**config.mk**
```make
export PLATFORM = sky130hd
export DESIGN_NAME = dmem_access_ctrl
export DESIGN_NICKNAME = d
export VERILOG_FILES = /design/src/rtl/dmem_access_ctrl.sv
export SDC_FILE = /design/constraint.sdc
export NUM_CORES = 1
export LEC_CHECK = 0
export ABC_AREA = 1
export CORE_MARGIN = 10
export CORE_UTILIZATION = 46
export CTS_CLUSTER_SIZE = 8
export DETAILED_ROUTE_END_ITERATION = 6
export GPL_TIMING_DRIVEN = 0
export HOLD_SLACK_MARGIN = 0.08
export PLACE_DENSITY = 0.85
export SLEW_MARGIN = 30
export SYNTH_ARGS = -nofsm -noshare
export SYNTH_HDL_FRONTEND = slang
export SYNTH_SLANG_ARGS = --single-unit
```
**constraint.sdc**
```tcl
create_clock -name clk -period 2.2 [get_ports clk]
set_input_delay 0.66 -clock clk [delete_from_list [all_inputs] [get_ports clk]]
set_output_delay 0.66 -clock clk [all_outputs]
set_load 0.05 [all_outputs]
```
**src/rtl/dmem_access_ctrl.sv**
```systemverilog
// dmem_access_ctrl
// Multi-cycle data-memory sequencer for the MEM/WB stage. Accepts one decoded
// load/store at a time, runs a req/ack transaction on the data-memory port and
// returns aligned, extended load data. Misaligned accesses and bus timeouts are
// reported as one-cycle error pulses.
//
// Ports
//   clk, rst_n            : clock (rising edge), asynchronous active-low reset
//   mem_valid, dmem_sel   : op present this cycle; 1 = store, 0 = load
//   w_sel, r_sel          : store size / load type from the decoder
//   addr, wdata           : byte address and store data (rs2)
//   flush                 : squash the current instruction
//   stall                 : hold the pipeline
//   rdata_out, rdata_valid: extended load result and its one-cycle strobe
//   misalign_err          : one-cycle pulse, misaligned access rejected
//   timeout_err           : one-cycle pulse, no mem_ack within TIMEOUT_CYCLES
//   mem_req/we/be/addr/wdata, mem_ack, mem_rdata : data-memory bus
module dmem_access_ctrl #(
  parameter int TIMEOUT_CYCLES = 255,
  parameter int ADDR_W         = 32
) (
  input  logic              clk,
  input  logic              rst_n,
  input  logic              mem_valid,
  input  logic              dmem_sel,
  input  logic [1:0]        w_sel,
  input  logic [2:0]        r_sel,
  input  logic [ADDR_W-1:0] addr,
  input  logic [31:0]       wdata,
  input  logic              flush,
  output logic              stall,
  output logic [31:0]       rdata_out,
  output logic              rdata_valid,
  output logic              misalign_err,
  output logic              timeout_err,
  output logic              mem_req,
  output logic              mem_we,
  output logic [3:0]        mem_be,
  output logic [ADDR_W-1:0] mem_addr,
  output logic [31:0]       mem_wdata,
  input  logic              mem_ack,
  input  logic [31:0]       mem_rdata
);

  typedef enum logic [1:0] {IDLE, ISSUE, RESP, ERR} state_t;

  localparam logic [7:0] TO_LIMIT = 8'(TIMEOUT_CYCLES);

  state_t             state_q, state_d;
  logic [7:0]         cnt_q, cnt_d;
  logic               flush_q, flush_d;
  logic [2:0]         rtype_q, rtype_d;
  logic [1:0]         off_q, off_d;
  logic [31:0]        rdata_out_q, rdata_out_d;
  logic               rdata_valid_q, rdata_valid_d;
  logic               misalign_err_q, misalign_err_d;
  logic               timeout_err_q, timeout_err_d;
  logic               mem_req_q, mem_req_d;
  logic               mem_we_q, mem_we_d;
  logic [3:0]         mem_be_q, mem_be_d;
  logic [ADDR_W-1:0]  mem_addr_q, mem_addr_d;
  logic [31:0]        mem_wdata_q, mem_wdata_d;

  // Decode of the incoming op
  logic        is_store, is_load, valid_op, is_half, is_word, misaligned;
  logic [3:0]  be_new;
  logic [31:0] wdata_new;
  logic [31:0] load_ext;
  logic [7:0]  byte_sel;
  logic [15:0] half_sel;

  always_comb begin
    is_store = dmem_sel && (w_sel != 2'b11);
    is_load  = !dmem_sel && (r_sel == 3'b000 || r_sel == 3'b010 || r_sel == 3'b011 ||
                             r_sel == 3'b100 || r_sel == 3'b101);
    valid_op = mem_valid && (is_store || is_load);
    is_half  = dmem_sel ? (w_sel == 2'b01) : (r_sel == 3'b010 || r_sel == 3'b101);
    is_word  = dmem_sel ? (w_sel == 2'b10) : (r_sel == 3'b011);
    misaligned = (is_half && addr[0]) || (is_word && (addr[1:0] != 2'b00));

    be_new    = 4'b1111;
    wdata_new = wdata;
    if (is_store) begin
      unique case (w_sel)
        2'b00: begin
          be_new    = 4'b0001 << addr[1:0];
          wdata_new = {4{wdata[7:0]}};
        end
        2'b01: begin
          be_new    = addr[1] ? 4'b1100 : 4'b0011;
          wdata_new = {2{wdata[15:0]}};
        end
        default: begin
          be_new    = 4'b1111;
          wdata_new = wdata;
        end
      endcase
    end
  end

  // Lane select and extension of the returned word, using the latched
  // load type and byte offset of the transaction in flight.
  always_comb begin
    unique case (off_q)
      2'd0:    byte_sel = mem_rdata[7:0];
      2'd1:    byte_sel = mem_rdata[15:8];
      2'd2:    byte_sel = mem_rdata[23:16];
      default: byte_sel = mem_rdata[31:24];
    endcase
    half_sel = off_q[1] ? mem_rdata[31:16] : mem_rdata[15:0];
    unique case (rtype_q)
      3'b000:  load_ext = {{24{byte_sel[7]}}, byte_sel};
      3'b100:  load_ext = {24'd0, byte_sel};
      3'b010:  load_ext = {{16{half_sel[15]}}, half_sel};
      3'b101:  load_ext = {16'd0, half_sel};
      default: load_ext = mem_rdata;
    endcase
  end

  always_comb begin
    state_d        = state_q;
    cnt_d          = cnt_q;
    flush_d        = flush_q;
    rtype_d        = rtype_q;
    off_d          = off_q;
    rdata_out_d    = rdata_out_q;
    rdata_valid_d  = 1'b0;
    misalign_err_d = 1'b0;
    timeout_err_d  = 1'b0;
    mem_req_d      = mem_req_q;
    mem_we_d       = mem_we_q;
    mem_be_d       = mem_be_q;
    mem_addr_d     = mem_addr_q;
    mem_wdata_d    = mem_wdata_q;

    unique case (state_q)
      IDLE: begin
        if (valid_op && !flush) begin
          if (misaligned) begin
            misalign_err_d = 1'b1;
            state_d        = ERR;
          end else begin
            rtype_d     = r_sel;
            off_d       = addr[1:0];
            mem_we_d    = is_store;
            mem_be_d    = be_new;
            mem_addr_d  = {addr[ADDR_W-1:2], 2'b00};
            mem_wdata_d = wdata_new;
            mem_req_d   = 1'b1;
            cnt_d       = 8'd0;
            state_d     = ISSUE;
          end
        end
      end
      ISSUE: begin
        if (mem_ack) begin
          mem_req_d = 1'b0;
          // A flush arriving in the ack cycle squashes the load as well.
          flush_d   = flush_q || flush;
          if (!mem_we_q && !flush_q && !flush) begin
            rdata_out_d   = load_ext;
            rdata_valid_d = 1'b1;
          end
          state_d = RESP;
        end else begin
          if (flush) flush_d = 1'b1;
          cnt_d = cnt_q + 8'd1;
          if (cnt_q + 8'd1 == TO_LIMIT) begin
            mem_req_d     = 1'b0;
            timeout_err_d = 1'b1;
            flush_d       = 1'b0;
            state_d       = ERR;
          end
        end
      end
      RESP: begin
        flush_d = 1'b0;
        state_d = IDLE;
      end
      default: begin
        state_d = IDLE;
      end
    endcase
  end

  always_ff @(posedge clk or negedge rst_n) begin
    if (!rst_n) begin
      state_q        <= IDLE;
      cnt_q          <= 8'd0;
      flush_q        <= 1'b0;
      rtype_q        <= 3'b111;
      off_q          <= 2'b00;
      rdata_out_q    <= 32'd0;
      rdata_valid_q  <= 1'b0;
      misalign_err_q <= 1'b0;
      timeout_err_q  <= 1'b0;
      mem_req_q      <= 1'b0;
      mem_we_q       <= 1'b0;
      mem_be_q       <= 4'b0000;
      mem_addr_q     <= '0;
      mem_wdata_q    <= 32'd0;
    end else begin
      state_q        <= state_d;
      cnt_q          <= cnt_d;
      flush_q        <= flush_d;
      rtype_q        <= rtype_d;
      off_q          <= off_d;
      rdata_out_q    <= rdata_out_d;
      rdata_valid_q  <= rdata_valid_d;
      misalign_err_q <= misalign_err_d;
      timeout_err_q  <= timeout_err_d;
      mem_req_q      <= mem_req_d;
      mem_we_q       <= mem_we_d;
      mem_be_q       <= mem_be_d;
      mem_addr_q     <= mem_addr_d;
      mem_wdata_q    <= mem_wdata_d;
    end
  end

  // Stall is combinational in IDLE so the accepting cycle is already held.
  assign stall        = (state_q == ISSUE) || (state_q == IDLE && valid_op && !flush);
  assign rdata_out    = rdata_out_q;
  assign rdata_valid  = rdata_valid_q;
  assign misalign_err = misalign_err_q;
  assign timeout_err  = timeout_err_q;
  assign mem_req      = mem_req_q;
  assign mem_we       = mem_we_q;
  assign mem_be       = mem_be_q;
  assign mem_addr     = mem_addr_q;
  assign mem_wdata    = mem_wdata_q;

endmodule

```
==> metrics.cfg, run 1 <==
[outcome]
status = finished clean

[sta]
fin_skew_ns = 0.0153
whs_ns = 0.110
min_period_ns = 2.19
setup_viol = 0
setup_slack_ns = 0.00926
setup_tns_ns = 0
hold_viol = 0
finalMaxSlewViolations = 0
slew_headroom_pct = 60.5
post-route-period-util_pct = 99.6
fmax_mhz = 456
worst_pin_slew_ns = 0.595

[cts]
cts_buffers = 17
cts.path.max_buffers = 2
cts.clk_slew.worst_paths_ns = 0.06
insertion_delay_ns = 0.42
h-tree-depth = 4
cts_tree = built
clockRootBuffer = clkbuf_16
cts.sinks = 119

[yosys]
yosys.cell_count.top_type = nand2_1
netlist_instances = 861
ys.flop_type = dfrtp_1
synthDominantCellAreaShare_pct = 45.7
synth-edff-count = 0
synth_top_area_cell = dfrtp_1
synth-seq-cells = 119
yosys-top-cells-count = nand2_1, dfrtp_1, inv_1
yosysSeqAreaShare_pct = 46.9
async_reset_ff_share_pct = 100
synth_area_leaders = dfrtp_1, nand2_1, o21ai_0
post_synth_num_cell_types = 37
syn_area_um2 = 6350
avgSynthCellArea_um2 = 7.38
yosys_warnings = 0

[cells_and_area]
final_nets = 1212
syn_to_final_growth_pct = 46.7
antenna_cells = 0
drive_gt1_share_pct = 9.79
final_core_util_pct = 69.5

[floorplan]
die_h_um = 138
io_pins = 213
core_region_area_um2 = 13400
die_x_um = 138
die_area_um2 = 18900
row_count = 42
start_util_pct = 47.4

[route]
routed_via_density = 5.19
wl_per_cell_um = 17.2
drtIter0Drc = 557
wirelength_um = 22200
vias = 6692
ant_nets = 0
drcViolationCount = 0
drt_first_pass_iters = 5

[power]
total_power_uw = 14400
p_per_area_nw_per_um2 = 1550
p_clk_share_pct = 20.5
power_frac_comb_pct = 53.4
p_int_uw = 7210
power.share.sequential_pct = 26.1
p_leak_uw = 0.00494
p_switching_uw = 7230
swShare_pct = 50.1
ir_drop_mv = 0.932

[worst_setup_path]
critPathKind = reg -> out
path_max_fanout = 10
arrival_ns = 1.53
path_cells = inv_2 > ha_4 > inv_2 > buf_8 > nand2_2 > buf_8
crit_path_end_kind = output pin
crit_slowest_cell = dfrtp_1
critPathMaxStageDelay_ns = 0.38
crit_buf_inv = 4
crit_path_start_kind = flip-flop
crit_family = buffers and inverters
cp.required_ns = 1.54

[global_route]
grt_start_max_net_pins = 85
grt_first_pass_wirelength_um = 33900
grt_remaining_overflow = 0
grt_pass1_vias = 6686
antenna_found_initial = 1
grt_usage_pct = 22.9

[placement]
io_buffer_count = 209
dp_hpwl_um = 16500
routabilityCongestion = 0.950
pre_cts_ws_ns = -1.14

[flow_run]
drv_cap = 0

[hold_path]
hp-class = in -> async

timing repair:
| item | in CTS | in global routing |
|---|---|---|
| hold buffers | 0 | 0 |
| setup buffers | 4 | 5 |
| pin swaps | 4 | 6 |
| endpoints found under the setup margin | 132 | 6 |
| resized for setup | 125 | 28 |
per-stage QoR:
step                      instance area (um^2)  instances
after CTS                                 9250       1284
after detailed placement                  8700       1248
after global placement                    8670       1247
after global routing                      9320       1289
after floorplan                           6350        862
final                                     9320       1289
routing by layer:
| metal | track usage (%) | vias to the layer above | wire length, um | share of wire, % |
|---|---|---|---|---|
| met5 | 0 | - | 0 | 0 |
| met4 | 9.02 | 0 | 574 | 2.6 |
| met2 | 37.7 | 310 | 10500 | 47 |
| met1 | 25.7 | 3112 | 8650 | 39 |
| li1 | - | 3220 | - | - |
| met3 | 9.58 | 50 | 2480 | 11 |
flip-flops by register name (all words and copies together), names as in the netlist, 2 cells and up:
name and flops:
state_q 2, mem_addr 30, mem_be 4, rdata_out 32, mem_wdata 32, rtype_q 3
cnt_q 8, off_q 2
cell usage in the layout, fill, tap and decap left out, types with 7 or more instances in the layout:
master | netlist | final
buf_6 | 7 | 8
dfrtp_1 | 116 | 116
inv_2 | 3 | 7
clkdlybuf4s50_1 | 0 | 97
a21oi_1 | 37 | 37
o2111ai_1 | 8 | 8
o21ai_0 | 86 | 86
dlygate4sd2_1 | 0 | 103
nand3_1 | 29 | 29
buf_2 | 7 | 7
buf_4 | 9 | 18
nor2_1 | 35 | 34
clkbuf_16 | 0 | 17
clkbuf_1 | 14 | 10
inv_1 | 110 | 105
o22ai_1 | 25 | 25
nand2_1 | 320 | 317
nand2_2 | 4 | 7
o21ai_1 | 17 | 17
clkbuf_2 | 0 | 7
cells by family after synthesis:
logic type | Yosys count | synth area share, %
AOI/OAI and AO/OA | 181 | 15.9
adders and majority gates | 5 | 0.985
buffers and inverters | 152 | 10.5
other | 1 | 0.0590
DFF | 119 | 46.9
and+or+nand+nor | 403 | 25.6
power groups by stage:
| stage | clock network (uW) | registers [uW] | logic (uW) |
|---|---|---|---|
| after floorplan | 0 | 6790 | 2220 |
| after global placement | 0 | 3760 | 8070 |
| after detailed placement | 0 | 3780 | 8170 |
| after CTS | 2980 | 3750 | 7640 |
| after global routing | 3080 | 3870 | 8240 |
| final | 2960 | 3760 | 7720 |
worst register-to-register path: stages (launching register included):
cell and delay [ns]:
dfstp_2 0.57, inv_1 0.06, a21oi_1 0.41, inv_1 0.26, o21ai_0 0.32, o22ai_1 0.14
inv_1 0.07
worst paths after layout:
path,start,endpoint,slack (ns),depth (start not counted)
max in group asynchronous,rst_n,rtype_q[1]$_DFFE_PN1P_,1.35,2
worst min register to register,mem_req$_DFFE_PN0P_,mem_req$_DFFE_PN0P_,0.47,2
worst max-delay path,state_q[1]$_DFFE_PN0P_,stall,0.009,6
min in group clk,mem_req$_DFFE_PN0P_,mem_req$_DFFE_PN0P_,0.47,2
worst min-delay path,rst_n,mem_wdata[5]$_DFFE_PN0P_,0.11,1
worst max register to register,rtype_q[1]$_DFFE_PN1P_,rdata_out[30]$_DFFE_PN0P_,0.33,6
final cells by class:
class,count,area (um^2)
fillers,1101,4080
well taps,176,220
clock buffers,22,494
inverters,115,437
multi-input cells,591,2740
repair buffers,219,2050
flip-flops and latches,119,2980
clock inverters,10,141
plain buffers,37,249
Power figures use the tool's default switching activity.
==> run 2, diff against run 1 <==
--- a/config.mk
+++ b/config.mk
@@ -6,8 +6,12 @@
 export NUM_CORES = 1
 export LEC_CHECK = 0
 export ABC_AREA = 1
+export CAP_MARGIN = 20
+export CELL_PAD_IN_SITES_DETAIL_PLACEMENT = 0
+export CELL_PAD_IN_SITES_GLOBAL_PLACEMENT = 2
 export CORE_MARGIN = 10
-export CORE_UTILIZATION = 46
+export CORE_UTILIZATION = 25
+export CTS_BUF_LIST = sky130_fd_sc_hd__clkbuf_16
 export CTS_CLUSTER_SIZE = 8
 export DETAILED_ROUTE_END_ITERATION = 6
 export GPL_TIMING_DRIVEN = 0
==> run 2 against run 1 <==
The run now ends with negative setup slack left. Via count fell by 4.9%. Critical path depth did not move. Combinational power barely moved. Global-route usage fell by 8.1 points. Final area rose by 1.4%. Die area rose by 70%. Total power fell by 2.8%. Non-clock buffer count fell by 1. Sequential cell count did not move. Critical endpoint unchanged. Largest power group unchanged.
==> metrics.cfg, run 2 (same netlist as run 1, synthesis figures left out) <==
[power]
p_per_area_nw_per_um2 = 1490  ; was 1550 nW/um^2
p_leak_uw = 0.00490  ; was 0.00494 uW
ir_drop_mv = 0.783  ; was 0.932 mV

[sta]
hold_viol = 0  ; unchanged
whs_ns = 0.157  ; was 0.110 ns
fmax_mhz = 433  ; was 456 MHz
fin_skew_ns = 0.00981  ; was 0.0153 ns
min_period_ns = 2.31  ; was 2.19 ns
rsz0062_at_grt = true
finalMaxSlewViolations = 0  ; unchanged
worst_pin_slew_ns = 0.568  ; was 0.595 ns
setup_slack_ns = -0.108  ; was 0.00926 ns
setup_tns_ns = -0.108  ; was 0 ns
post-route-period-util_pct = 105  ; was 99.6%
setup_viol = 1  ; was 0
slew_headroom_pct = 62.1  ; was 60.5%

[cells_and_area]
final-seq-area_um2 = 2980  ; unchanged
design_area_um2 = 9450  ; was 9320 um^2
syn_to_final_growth_pct = 48.7  ; was 46.7%
multiInputGateArea_um2 = 2740  ; about the same
layout_commonest_cell = nand2_1  ; unchanged
final_nets = 1212  ; unchanged
drive_gt1_share_pct = 9.43  ; was 9.79%
mostFrequentLayoutCells = nand2_1, dfrtp_1, inv_1, dlygate4sd2_1, clkdlybuf4s50_1  ; unchanged
nFillCells = 2744  ; was 1101

[worst_setup_path]
crit_path_start_kind = input port  ; was flip-flop
reg2reg_depth = 10  ; was 6
crit_path_end_kind = output pin  ; unchanged
crit_slowest_cell = clkdlybuf4s50_1  ; was dfrtp_1
path_cells = clkdlybuf4s50_1 > inv_1 > nor2_4 > nand3_4 > nand2_4 > buf_8  ; was inv_2 > ha_4 > inv_2 > buf_8 > nand2_2 > buf_8
r2r_slack_ns = 0.25  ; was 0.33 ns
r2r-start = state_q[1]$_DFFE_PN0P_  ; was rtype_q[1]$_DFFE_PN1P_
worst-path-stages = 6  ; unchanged
path_max_fanout = 2  ; was 10
critPathKind = in -> out  ; was reg -> out
endpoint = stall  ; unchanged
critPathLaunch = mem_valid  ; was state_q[1]$_DFFE_PN0P_
crit_family = buffers and inverters  ; unchanged
r2r-end = rdata_out[6]$_DFFE_PN0P_  ; was rdata_out[30]$_DFFE_PN0P_
critPathMaxStageDelay_ns = 0.46  ; was 0.38 ns
crit_buf_inv = 3  ; was 4
arrival_ns = 1.65  ; was 1.53 ns
cp.required_ns = 1.54  ; about the same

[cts]
cts.clk_slew.worst_paths_ns = 0.06  ; about the same
ctsHoldBuffers = 0  ; unchanged
clockRootBuffer = clkbuf_16  ; unchanged
insertion_delay_ns = 0.41  ; was 0.42 ns
cts.sinks = 119  ; unchanged
cts_buffers = 17  ; unchanged
cts.path.max_buffers = 2  ; unchanged
h-tree-depth = 4  ; unchanged
cts_tree = built  ; unchanged

[floorplan]
io_pins = 213  ; unchanged
row_count = 58  ; was 42
start_util_pct = 25.3  ; was 47.4%
die_h_um = 179  ; was 138 um
die_x_um = 179  ; was 138 um
core_region_area_um2 = 25100  ; was 13400 um^2
die_area_um2 = 32200  ; was 18900 um^2

[route]
wl_per_cell_um = 16.6  ; was 17.2 um
ant_nets = 0  ; unchanged
drt_first_pass_iters = 5  ; unchanged
wirelength_um = 24100  ; was 22200 um
drcViolationCount = 0  ; unchanged
drtIter0Drc = 480  ; was 557
routed_via_density = 4.40  ; was 5.19
vias = 6364  ; was 6692

[global_route]
antenna_found_initial = 6  ; was 1
grt_start_max_net_pins = 69  ; was 85
grt_first_pass_wirelength_um = 36800  ; was 33900 um
grt_usage_pct = 14.8  ; was 22.9%
grt_pass1_vias = 6359  ; was 6686
grt_remaining_overflow = 0  ; unchanged

[placement]
io_buffer_count = 209  ; unchanged
dp_hpwl_um = 18600  ; was 16500 um
routabilityCongestion = 0.824  ; was 0.950
dpl_cell_area_um2 = 8890  ; was 8700 um^2

[hold_path]
hp-class = in -> async  ; unchanged

[flow_run]
drv_cap = 0  ; unchanged

[outcome]
status = complete, but fails checks  ; was finished clean
violations = negative setup slack

## run 2: cell types whose count changed in the layout (fill, tap and decap cells not counted), sizes merged
cell / previous run / this run
bufinv: 3 / 0
dlymetal6s2s: 2 / 1
diode: 0 / 3
dlygate4sd2: 103 / 106
clkbuf: 39 / 29
inv: 115 / 117
clkinv: 2 / 9
clkdlybuf4s50: 97 / 98
buf: 37 / 38
## run 2: metal layers
| metal | track usage [%] | wire (um) | vias to the layer above |
|---|---|---|---|
| met3 | 7.25 | 2590 | 20 |
| met4 | 3.04 | 218 | 6 |
| met2 | 22.3 | 10600 | 205 |
| li1 | - | - | 3228 |
| met5 | 0 | 41 | - |
| met1 | 18.7 | 10600 | 2905 |
## run 2: report_power, final
part | internal, uW | switching (uW) | total (uW) | leakage [uW]
Clock | 1460 | 1160 | 2620 | 0.000262
Sequential | 3170 | 555 | 3730 | 0.00148
Combinational | 2080 | 5620 | 7700 | 0.00316
Total | 6710 | 7330 | 14000 | 0.00490
## run 2: area by class of cell
class | instances | share of cell area (%)
clock inverters | 15 | 1.30
plain buffers | 34 | 2.50
inverters | 115 | 4.64
repair buffers | 221 | 21.9
well taps | 330 | 4.37
flip-flops and latches | 119 | 31.6
multi-input cells | 591 | 29.1
clock buffers | 17 | 4.50
repair inverters | 1 | 0.0530
diodes | 3 | 0.0795
## run 2: worst min-delay path by stage
stage | slack (ns) | from | depth (start not counted) | end
after floorplan | 0.36 | rst_n | 0 | cnt_q[0]$_DFFE_PN0P_
after global placement | 0.46 | mem_addr[23]$_DFFE_PN0P_ | 2 | mem_addr[23]$_DFFE_PN0P_
after detailed placement | 0.46 | mem_addr[24]$_DFFE_PN0P_ | 2 | mem_addr[24]$_DFFE_PN0P_
after CTS | 0.16 | rst_n | 1 | rdata_out[16]$_DFFE_PN0P_
after global routing | 0.16 | rst_n | 1 | rdata_out[16]$_DFFE_PN0P_
final | 0.16 | rst_n | 1 | rdata_out[22]$_DFFE_PN0P_
## run 2: repair_timing
action | CTS | global route
pin swaps | 3 | 3
endpoints found under the setup margin | 188 | 44
cloned | 0 | 1
setup buffers | 6 | 5
resized for setup | 124 | 19
## run 2: through the flow
stage / util (%) / instances / setup slack [ns] / total power, uW
3_3_place_gp: 35.3 / 1401 / -4.71 / 12000
5_1_grt: 37.6 / 1443 / -0.138 / 14900
2_1_floorplan: - / 862 / 0.0213 / 9020
4_1_cts: 37.3 / 1438 / -0.223 / 14200
6_report: 37.6 / 1446 / -0.108 / 14000
3_5_place_dp: 35.4 / 1402 / -1.16 / 12100
==> run 3, diff against run 2 <==
--- a/config.mk
+++ b/config.mk
@@ -9,7 +9,8 @@
 export CAP_MARGIN = 20
 export CELL_PAD_IN_SITES_DETAIL_PLACEMENT = 0
 export CELL_PAD_IN_SITES_GLOBAL_PLACEMENT = 2
-export CORE_MARGIN = 10
+export CORE_ASPECT_RATIO = 1.4
+export CORE_MARGIN = 2
 export CORE_UTILIZATION = 25
 export CTS_BUF_LIST = sky130_fd_sc_hd__clkbuf_16
 export CTS_CLUSTER_SIZE = 8
==> run 3 against run 2 <==
The run now ends clean. Highest routed layer is now met4. Worst hold slack better by 0.0099 ns. Largest cell class unchanged. Routed wire length down 6.2%. Global-route usage up 2.1 points. Largest power group unchanged. Non-clock buffer count unchanged.
==> metrics.cfg, run 3 (same netlist as run 1, synthesis figures left out) <==
[worst_setup_path]
critPathKind = in -> out  ; unchanged
r2r-end = mem_wdata[15]$_DFFE_PN0P_  ; was rdata_out[6]$_DFFE_PN0P_
crit_path_start_kind = input port  ; unchanged
reg2reg_depth = 11  ; was 10
endpoint = stall  ; unchanged
critPathLaunch = r_sel[2]  ; was mem_valid
cp.required_ns = 1.54  ; about the same
r2r_slack_ns = 0.23  ; was 0.25 ns
path_max_fanout = 3  ; was 2
crit_path_end_kind = output pin  ; unchanged
arrival_ns = 1.51  ; was 1.65 ns
r2r-start = state_q[0]$_DFFE_PN0P_  ; was state_q[1]$_DFFE_PN0P_

[floorplan]
start_util_pct = 25.2  ; was 25.3%
die_h_um = 193  ; was 179 um
die_area_um2 = 26700  ; was 32200 um^2
io_pins = 213  ; unchanged
die_x_um = 139  ; was 179 um
core_region_area_um2 = 25200  ; was 25100 um^2
row_count = 69  ; was 58

[placement]
pre_cts_ws_ns = -1.17  ; was -1.16 ns
routabilityCongestion = 0.874  ; was 0.824
io_buffer_count = 209  ; unchanged
dp.cells = 1391  ; was 1402
dp_hpwl_um = 16900  ; was 18600 um

[cells_and_area]
mostFrequentLayoutCells = nand2_1, dfrtp_1, inv_1, dlygate4sd2_1, clkdlybuf4s50_1  ; unchanged
nFillCells = 2713  ; was 2744
syn_to_final_growth_pct = 49.4  ; was 48.7%
antenna_cells = 0  ; was 3
final_core_util_pct = 37.6  ; about the same
finalNonFillerCells = 1431  ; was 1446
drive_gt1_share_pct = 8.99  ; was 9.43%
final_nets = 1211  ; was 1212
layout_commonest_cell = nand2_1  ; unchanged

[power]
p_clk_share_pct = 20.0  ; was 18.7%
swShare_pct = 50.1  ; was 52.2%
p_switching_uw = 7170  ; was 7330 uW
p_int_uw = 7140  ; was 6710 uW
p_leak_uw = 0.00496  ; was 0.00490 uW
power_frac_comb_pct = 53.9  ; was 54.8%
total_power_uw = 14300  ; was 14000 uW
ir_drop_mv = 0.781  ; was 0.783 mV
power.share.sequential_pct = 26.1  ; was 26.5%
p_per_area_nw_per_um2 = 1510  ; was 1490 nW/um^2

[cts]
cts.clk_slew.worst_paths_ns = 0.05  ; was 0.06 ns
insertion_delay_ns = 0.41  ; about the same
cts.path.max_buffers = 2  ; unchanged
cts.sinks = 119  ; unchanged
cts_buffers = 17  ; unchanged
cts_tree = built  ; unchanged
clockRootBuffer = clkbuf_16  ; unchanged
ctsHoldBuffers = 0  ; unchanged
h-tree-depth = 4  ; unchanged

[route]
routed_via_density = 4.53  ; was 4.40
drtIter0Drc = 270  ; was 480
ant_nets = 0  ; unchanged
vias = 6479  ; was 6364
wl_per_cell_um = 15.8  ; was 16.6 um
drcViolationCount = 0  ; unchanged
wirelength_um = 22600  ; was 24100 um
drt_first_pass_iters = 5  ; unchanged

[global_route]
grt_first_pass_wirelength_um = 34900  ; was 36800 um
grt_pass1_vias = 6304  ; was 6359
grt_remaining_overflow = 0  ; unchanged
grt_start_max_net_pins = 67  ; was 69
antenna_found_initial = 0  ; was 6
grt_usage_pct = 16.8  ; was 14.8%

[outcome]
status = finished clean  ; was complete, but fails checks

[sta]
hold_viol = 0  ; unchanged
setup_slack_ns = 0.0330  ; was -0.108 ns
slew_headroom_pct = 61.0  ; was 62.1%
post-route-period-util_pct = 98.5  ; was 105%
worst_pin_slew_ns = 0.583  ; was 0.568 ns
rsz0062_at_grt = true  ; unchanged
finalMaxSlewViolations = 0  ; unchanged
fmax_mhz = 461  ; was 433 MHz
setup_viol = 0  ; was 1
fin_skew_ns = 0.00951  ; was 0.00981 ns
min_period_ns = 2.17  ; was 2.31 ns

[flow_run]
drv_cap = 0  ; unchanged

[hold_path]
hp-class = in -> async  ; unchanged

[run 3: changes by cell type in the layout (fill, tap and decap cells not counted), sizes merged, moves of 2 or more]
cell / before / now
dlymetal6s2s: 1 / 3
clkinv: 9 / 7
clkbuf: 29 / 32
clkdlybuf4s50: 98 / 96
bufinv: 0 / 4
diode: 3 / 0
dlygate4sd2: 106 / 103
clkinvlp: 5 / 1
[run 3: worst min path at each step]
stage               slack [ns]                   endpoint                       from
global route              0.19        flush_q$_DFFE_PN0P_                      rst_n
CTS                       0.17        flush_q$_DFFE_PN0P_                      rst_n
global placement          0.46   mem_addr[24]$_DFFE_PN0P_   mem_addr[24]$_DFFE_PN0P_
detailed placement        0.46  mem_wdata[10]$_DFFE_PN0P_  mem_wdata[10]$_DFFE_PN0P_
finish                    0.17  mem_wdata[18]$_DFFE_PN0P_                      rst_n
floorplan                 0.36       cnt_q[0]$_DFFE_PN0P_                      rst_n
[run 3: area by class of cell]
| class | count | area [um^2] | area share [%] |
|---|---|---|---|
| buffer | 36 | 244 | 2.57 |
| clock buffer | 17 | 425 | 4.48 |
| clock inverter | 15 | 170 | 1.79 |
| inverter | 115 | 442 | 4.66 |
| timing repair buffer | 219 | 2070 | 21.8 |
| tap | 319 | 399 | 4.21 |
| multi-input combinational | 591 | 2760 | 29.1 |
| sequential | 119 | 2980 | 31.4 |
[run 3: power by group through the flow]
stage / logic, uW / registers (uW) / clock network (uW)
floorplan: 2220 / 6790 / 0
global placement: 8230 / 3790 / 0
detailed placement: 8240 / 3800 / 0
CTS: 7700 / 3750 / 2950
global route: 8240 / 3880 / 3040
finish: 7710 / 3740 / 2860
[run 3: metrics by stage]
| stage | cell area [um^2] | hold WS, ns | setup TNS [ns] |
|---|---|---|---|
| after floorplan | 6350 | 0.364 | 0 |
| after CTS | 9410 | 0.173 | -0.126 |
| after detailed placement | 8880 | 0.464 | -53.03 |
| final | 9490 | 0.167 | 0 |
| after global routing | 9490 | 0.193 | -0.0304 |
| after global placement | 8850 | 0.462 | -602.11 |
[run 3: per-layer routing]
metal	vias up	GRT usage, %	part of all wire, %	routed length, um
li1	3228	-	-	-
met1	3026	19.4	40	9020
met2	198	29.5	51	11500
met3	27	4.76	6.6	1500
met4	0	6.72	2.5	570
met5	-	0	0	0
[run 3: timing repair]
| action | 4_1_cts | 5_1_grt |
|---|---|---|
| hold endpoints to repair | 0 | 0 |
| pin swaps | 5 | 5 |
| buffers inserted | 6 | 3 |
| gates resized for setup | 129 | 29 |
| endpoints found under the setup margin | 183 | 17 |
[run 3: worst max-delay path, stage by stage]
cell and delay, ns:
buf_8 0.10, inv_6 0.05, nand2_4 0.04, o211ai_1 0.25, nand2_4 0.11, nand3_4 0.08, nand2_2 0.06, buf_8 0.15
